==> config.mk <==
export PLATFORM = sky130hd
export DESIGN_NAME = guess_entry
export DESIGN_NICKNAME = d
export VERILOG_FILES = /design/src/rtl/guess_pkg.sv /design/src/rtl/guess_dup_detect.sv /design/src/rtl/guess_entry.sv
export SDC_FILE = /design/constraint.sdc
export NUM_CORES = 1
export LEC_CHECK = 0
export CAP_MARGIN = 40
export CORE_MARGIN = 2
export CORE_UTILIZATION = 43
export DETAILED_ROUTE_END_ITERATION = 7
export HOLD_SLACK_MARGIN = 0.1
export PLACE_DENSITY = 0.7
export SETUP_SLACK_MARGIN = 0.2
export SYNTH_ARGS = -nofsm -noshare
export SYNTH_HDL_FRONTEND = slang
export SYNTH_HIERARCHICAL = 1
export SYNTH_SLANG_ARGS = --single-unit
==> constraint.sdc <==
create_clock -name clk -period 2 [get_ports clk]
set_input_delay 0.3 -clock clk [delete_from_list [all_inputs] [get_ports clk]]
set_output_delay 0.3 -clock clk [all_outputs]
set_load 0.1 [all_outputs]
==> src/rtl/guess_pkg.sv <==
// Shared types, default sizes and wrap-around arithmetic for the guess-entry block.
// Combinational helpers only; no latency or backpressure of its own.
package guess_pkg;

  typedef enum logic [1:0] {
    EDIT  = 2'd0,
    OFFER = 2'd1,
    WAIT  = 2'd2
  } state_t;

  localparam int DEF_NUM_SLOTS  = 4;
  localparam int DEF_COLOR_W    = 3;
  localparam int DEF_NUM_COLORS = 6;

  // Wrap explicitly at max so non-power-of-2 ranges behave correctly.
  function automatic int wrap_inc(input int val, input int max);
    return (val >= max - 1) ? 0 : val + 1;
  endfunction

  function automatic int wrap_dec(input int val, input int max);
    return (val == 0) ? max - 1 : val - 1;
  endfunction

endpackage

==> src/rtl/guess_dup_detect.sv <==
// Pairwise slot comparator: flags when any two slots hold the same colour.
// Purely combinational, zero latency; no backpressure.
module guess_dup_detect
  import guess_pkg::*;
#(
  parameter int NUM_SLOTS = DEF_NUM_SLOTS,
  parameter int COLOR_W   = DEF_COLOR_W
) (
  input  logic [NUM_SLOTS*COLOR_W-1:0] guess,
  output logic                         dup
);

  always_comb begin
    dup = 1'b0;
    for (int i = 0; i < NUM_SLOTS; i++) begin
      for (int j = i + 1; j < NUM_SLOTS; j++) begin
        if (guess[i*COLOR_W +: COLOR_W] == guess[j*COLOR_W +: COLOR_W]) dup = 1'b1;
      end
    end
  end

endmodule

==> src/rtl/guess_entry.sv <==
// Guess-entry register file: button-edited colour slots, offered to the checker by valid/ready.
// Latency: every effect registered, visible one cycle after the pulse; duplicate rejection under GUESS_DUP_CHECK_EN.
// Backpressure: guess_valid holds until guess_ready, then the block freezes until result_done.
module guess_entry
  import guess_pkg::*;
#(
  parameter int  NUM_SLOTS  = DEF_NUM_SLOTS,
  parameter int  COLOR_W    = DEF_COLOR_W,
  parameter int  NUM_COLORS = DEF_NUM_COLORS,
  localparam int SEL_W      = $clog2(NUM_SLOTS)
) (
  input  logic                         clk,
  input  logic                         rst,
  input  logic                         enable,
  input  logic                         left,
  input  logic                         right,
  input  logic                         up,
  input  logic                         down,
  input  logic                         clear,
  input  logic                         submit,
  output logic [NUM_SLOTS*COLOR_W-1:0] guess,
  output logic [SEL_W-1:0]             sel,
  output logic                         editing,
  output logic                         guess_valid,
  input  logic                         guess_ready,
  input  logic                         result_done,
  output logic                         dup_err
);

  state_t             state, state_nxt;
  logic [COLOR_W-1:0] slot [NUM_SLOTS];
  logic               dup;
  logic               edit_live;
  logic               do_clear;
  logic               do_edit;
  logic               submit_try;

  assign edit_live  = (state == EDIT) && enable;
  assign do_clear   = edit_live && clear;
  assign submit_try = edit_live && !clear && submit;
  assign do_edit    = edit_live && !clear && !submit;

  for (genvar g = 0; g < NUM_SLOTS; g++) begin : g_pack
    assign guess[g*COLOR_W +: COLOR_W] = slot[g];
  end

`ifdef GUESS_DUP_CHECK_EN
  guess_dup_detect #(
    .NUM_SLOTS (NUM_SLOTS),
    .COLOR_W   (COLOR_W)
  ) u_dup (
    .guess (guess),
    .dup   (dup)
  );

  always_ff @(posedge clk) begin
    if (rst) dup_err <= 1'b0;
    else     dup_err <= submit_try && dup;
  end
`else
  assign dup     = 1'b0;
  assign dup_err = 1'b0;
`endif

  always_comb begin
    state_nxt = state;
    case (state)
      EDIT:    if (submit_try && !dup) state_nxt = OFFER;
      OFFER:   if (guess_ready)        state_nxt = WAIT;
      WAIT:    if (result_done)        state_nxt = EDIT;
      default: state_nxt = EDIT;
    endcase
  end

  // editing/guess_valid registered from the next state so they track state exactly.
  always_ff @(posedge clk) begin
    if (rst) begin
      state       <= EDIT;
      editing     <= 1'b1;
      guess_valid <= 1'b0;
    end else begin
      state       <= state_nxt;
      editing     <= (state_nxt == EDIT);
      guess_valid <= (state_nxt == OFFER);
    end
  end

  // Colour edits address the pre-move cursor because both use the current sel.
  always_ff @(posedge clk) begin
    if (rst || do_clear) begin
      sel <= '0;
      for (int i = 0; i < NUM_SLOTS; i++) slot[i] <= '0;
    end else if (do_edit) begin
      if (up && !down)
        slot[sel] <= COLOR_W'(wrap_inc(int'(slot[sel]), NUM_COLORS));
      else if (down && !up)
        slot[sel] <= COLOR_W'(wrap_dec(int'(slot[sel]), NUM_COLORS));
      if (right && !left)
        sel <= SEL_W'(wrap_inc(int'(sel), NUM_SLOTS));
      else if (left && !right)
        sel <= SEL_W'(wrap_dec(int'(sel), NUM_SLOTS));
    end
  end

endmodule

# After elaboration in Yosys (flattened, before gate mapping)
# Memories as Yosys holds them, arrays and structs flattened. A register that Yosys moved wholly into a read port is not among the register bits.
# Index checks and enable logic that the tools add are counted.
word_totals:
  reg_bits: 6
  mem_bits_rw: 12
  input_bits: 11
  wordCells: 65
  n_memories: 1
memory_table:
  columns: ["memory", "words", "word_bits", "rd", "rd_clocked_by_memory_dff", "wr", "line", "rtl"]
  rows:
  - ["slot", 4, 3, 5, 1, 4, "guess_entry.sv:31", "logic [COLOR_W-1:0] slot [NUM_SLOTS];"]
op_classes:
  n_addsub: 4
  magnitude_cmp: 2
  eq_ne: 3
  muxes: 27
  n_bitwise: 1
  reduce_logical: 23
op_table:
  columns: ["cell", "n"]
  rows:
  - ["$mux 2", 10]
  - ["$mux 1", 12]
  - ["$mux 3", 4]
  - ["$logic_and 1x1->1", 9]
  - ["$logic_not 1->1", 6]
  - ["$logic_not 2->1", 3]
  - ["$pmux 2 s3", 1]
  - ["$eq 2x1->1 const B", 2]
  - ["$add 3x1->3 const B", 1]
  - ["$ge 3x3->1 const B", 1]
  - ["$logic_not 3->1", 1]
  - ["$reduce_or 3->1", 1]
  - ["$sub 3x1->3 const B", 1]
  - ["$add 2x1->2 const B", 1]
  - ["$eq 2x2->1 const B", 1]
  - ["$ge 2x2->1 const B", 1]
  - ["$reduce_and 2->1", 1]
  - ["$reduce_bool 2->1", 1]
  - ["$sub 2x1->2 const B", 1]
  - ["$logic_or 1x1->1", 1]
  - ["$or 1x1->1", 1]

# Depth between registers and ports, before layout
# Gate-level depths: netlist of run 1.
depth:
  depth_word: 10
  depth_mapped: 8
  ltp_nobuf: 8

# Worst setup path after synthesis of run 1
# No wires, ideal clock.
synth_timing:
  path_kind: "reg-to-reg"
  start: "mem slot[3][1] (netlist bit)"
  end: "mem slot[0][0] (netlist bit), data pin"
  setup_ps: 266
  t_arrival_ps: 2389
  path_slack_ps: -655
  stages_incl_launch_ff: 9
  n_path_buf: 0
  path_cell_list: "edfxtp_1 mux4_2 inv_1 ha_1 nor2b_1 a22oi_1 o211ai_1 a32oi_1 nor2_1"
synth_rtl:
  columns: ["element", "line"]
  rows:
  - ["from (decl)", "guess_entry.sv:31"]

==> metrics.yaml, run 1 <==
critical_path:
  endpoint_kind: "register"
  critPathKind: "register to register"
  cp.arrival_ns: 2.35
  worst-path-max-fanout: 4
  reg2reg_slack_ns: -0.30
  required_ns: 2.06
  startpoint_type: "register"
  rr_worst_depth: 9
cells_and_area:
  areaGrowthSynthToFinish_pct: 70.1
  postLayoutCellArea_sq_um: 1890
  diodes: 0
  drive_gt1_share_pct: 57.5
  final_cells: 197
  layout.nets: 186
logic_synthesis:
  syn_nets: 121
  synthAdderAreaFrac_pct: 7.87
  synth_largest_area_cell: "edfxtp_1"
  synth_edf_count: 12
  synth.most_common_cell: "nor2_1"
  synth_top_area_share_pct: 32.4
  synth_warnings: 6
  ys_seq_area_share_pct: 46.7
  synth_area_sq_um: 1110
  synth.avg_cell_area_sq_um: 10.8
  synthSimpleGateAreaFrac_pct: 23.3
  synth-compound-area-share_pct: 7.42
  ys_async_sr_fraction_pct: 0
  ys_types: 34
  muxShareOfSynthArea_pct: 9.44
  ys_seq_elements: 20
  syn_inst: 103
  synthXorXnorAreaFrac_pct: 1.57
  synth_top_family_by_area: "simple AND/OR/NAND/NOR gates"
  ys_top_cells_by_area: "edfxtp_1 (32%), dfxtp_1 (14%), ha_1 (7.9%)"
  synth_flop_cell: "edfxtp_1"
  ys_top_cells_by_count: "nor2_1 (13), edfxtp_1 (12), dfxtp_1 (8), inv_1 (8), ha_1 (7)"
routing:
  vias: 1042
  drt-initial-drc-count: 12
  viasPerCell: 5.29
  ant_nets: 0
  drt-wirelength-per-cell_um: 15.5
  first_pass_iters: 4
  routed_wl_um: 3050
  drc: 0
floorplan:
  dieHeight_um: 54.9
  start_util_pct: 45.4
  ios: 28
  core_sq_um: 2450
  die_area_sq_um: 3010
  rows: 18
  die_width_um: 54.9
clock_tree:
  cts_tree: "built"
  cts_root_buffer: "clkbuf_4"
  htree_levels: 1
  cts_sinks: 20
  clk_latency_ns: 0.30
  clk_pin_slew_ns: 0.11
  cts_buffers: 3
  clock_tree.buffer_depth: 2
sta:
  final-setup-viol-count: 21
  clock.fmax_mhz: 435
  whs_ns: 0.554
  layout_min_cycle_time_ns: 2.30
  fin_skew_ns: 0.00276
  layout_setup_ws_ns: -0.298
  rsz0062_at_grt: "yes"
  tns_ns: -3.61
  hold_viol: 0
  finalCritPeriodShare_pct: 115
  drv_slew: 0
global_routing:
  overflow: 0
  grt_usage_pct: 21.9
  antenna_found_initial: 0
  grt_pass1_wl_um: 4590
  grt_pass1_vias: 1023
  grt_max_degree: 13
pwr:
  pwr-share-seq_pct: 38.1
  p_per_area_nw_per_um2: 661
  netSwitchingPower_uw: 417
  clock_power_share_pct: 25.8
  p_leak_uw: 0.000790
  vdd_ir_drop_max_uv: 564
  intPower_uw: 835
  pwr-share-comb_pct: 36.1
  swShare_pct: 33.3
flow_run:
  maxCapViolations: 0
worst_hold_path:
  hold_class: "register to register"
  hold_path_depth: 2
place:
  placed_cell_area_sq_um: 1640
  hpwlAfterDp_um: 2210
  io_buffers: 26
  dp_cells: 187
  gp_congestion: 0.759
status:
  failed_checks: "negative setup slack"
  outcome: "complete, but fails checks"
## cells by family after synthesis
kind of cell | Yosys count
compound gates | 13
simple gates | 43
buf+inv | 9
xor+xnor | 2
mux | 8
other cells | 1
flops | 20
fa+ha+maj | 7
## flip-flops by register name (all words and copies together), names as in the netlist, named ones only
signal / flops
editing: 1
guess_valid: 1
sel: 2
slot: 12
state: 2
## worst max-delay path, stage by stage, from the launching register on
cell,delay (ns)
edfxtp_1,0.44
mux4_2,0.52
inv_2,0.10
ha_4,0.14
nor2b_2,0.04
a22oi_2,0.19
o211ai_1,0.14
buf_4,0.17
a32oi_4,0.24
nor2_1,0.07
## through the flow
stage                     utilization [%]  power (uW)  setup WS (ns)
after global routing                 77.2        1300         -0.360
after detailed placement             66.7         867         -0.543
final                                77.2        1250         -0.298
after floorplan                         -         735         -0.591
after CTS                            72.5        1210         -0.285
after global placement               66.7         860         -0.503
## final timing paths
check                                start    endpoint
worst max-delay path            slot[3][1]  slot[1][0]
worst min register to register    state[1]    state[0]
worst max register to register  slot[3][1]  slot[1][0]
worst min-delay path              state[1]    state[0]
## per-layer routing
layer / wire, um / share of wire [%] / track usage [%] / vias to the layer above
met5: 0 / 0 / 0 / -
met3: 114 / 3.7 / 3.49 / 2
li1: - / - / - / 507
met4: 11 / 0.36 / 4.88 / 0
met1: 1140 / 37 / 22.3 / 507
met2: 1780 / 58 / 45.4 / 26
## cells in the final DEF, fill, tap and decap left out, types with 2 or more instances in the layout
cell	n
a21oi_1	4
and4bb_2	3
buf_4	45
buf_6	6
clkbuf_4	3
clkdlybuf4s50_1	8
dfxtp_1	2
dfxtp_2	5
dlygate4sd2_1	2
edfxtp_1	12
ha_1	4
ha_4	2
inv_1	7
mux2i_1	3
mux2i_2	2
mux4_2	2
nand2_1	3
nand2_4	3
nor2_1	12
nor3_1	3
nor3b_2	2
or3_4	3
or4_4	2
xnor2_1	2
## timing repair
item	in CTS	in global routing
setup endpoints to repair	26	28
hold endpoints to repair	0	0
pin swaps	8	11
buffers inserted	1	5
gates resized for setup	22	17
hold buffers	0	0
## layout make-up
type | instances | area [sq um]
repair buffers | 61 | 503
fillers | 170 | 561
multi-input cells | 74 | 741
well taps | 30 | 37.5
flip-flops and latches | 20 | 531
clock inverters | 1 | 30.0
inverters | 8 | 30.0
clock buffers | 3 | 22.5
## power groups by stage
stage	clock network, uW	registers [uW]	logic (uW)
2_1_floorplan	0	618	118
3_3_place_gp	0	485	375
3_5_place_dp	0	486	381
5_1_grt	339	480	477
6_report	323	477	452
4_1_cts	327	477	403
(Power assumes the default switching activity.)
==> inputs of run 2 (changes only) <==
--- a/config.mk
+++ b/config.mk
@@ -8,6 +8,7 @@
 export CAP_MARGIN = 40
 export CORE_MARGIN = 2
 export CORE_UTILIZATION = 43
+export CTS_CLUSTER_DIAMETER = 30
 export DETAILED_ROUTE_END_ITERATION = 7
 export HOLD_SLACK_MARGIN = 0.1
 export PLACE_DENSITY = 0.7
==> results of run 2 <==
No change in the layout: final DEF, timing and power equal those of run 1.
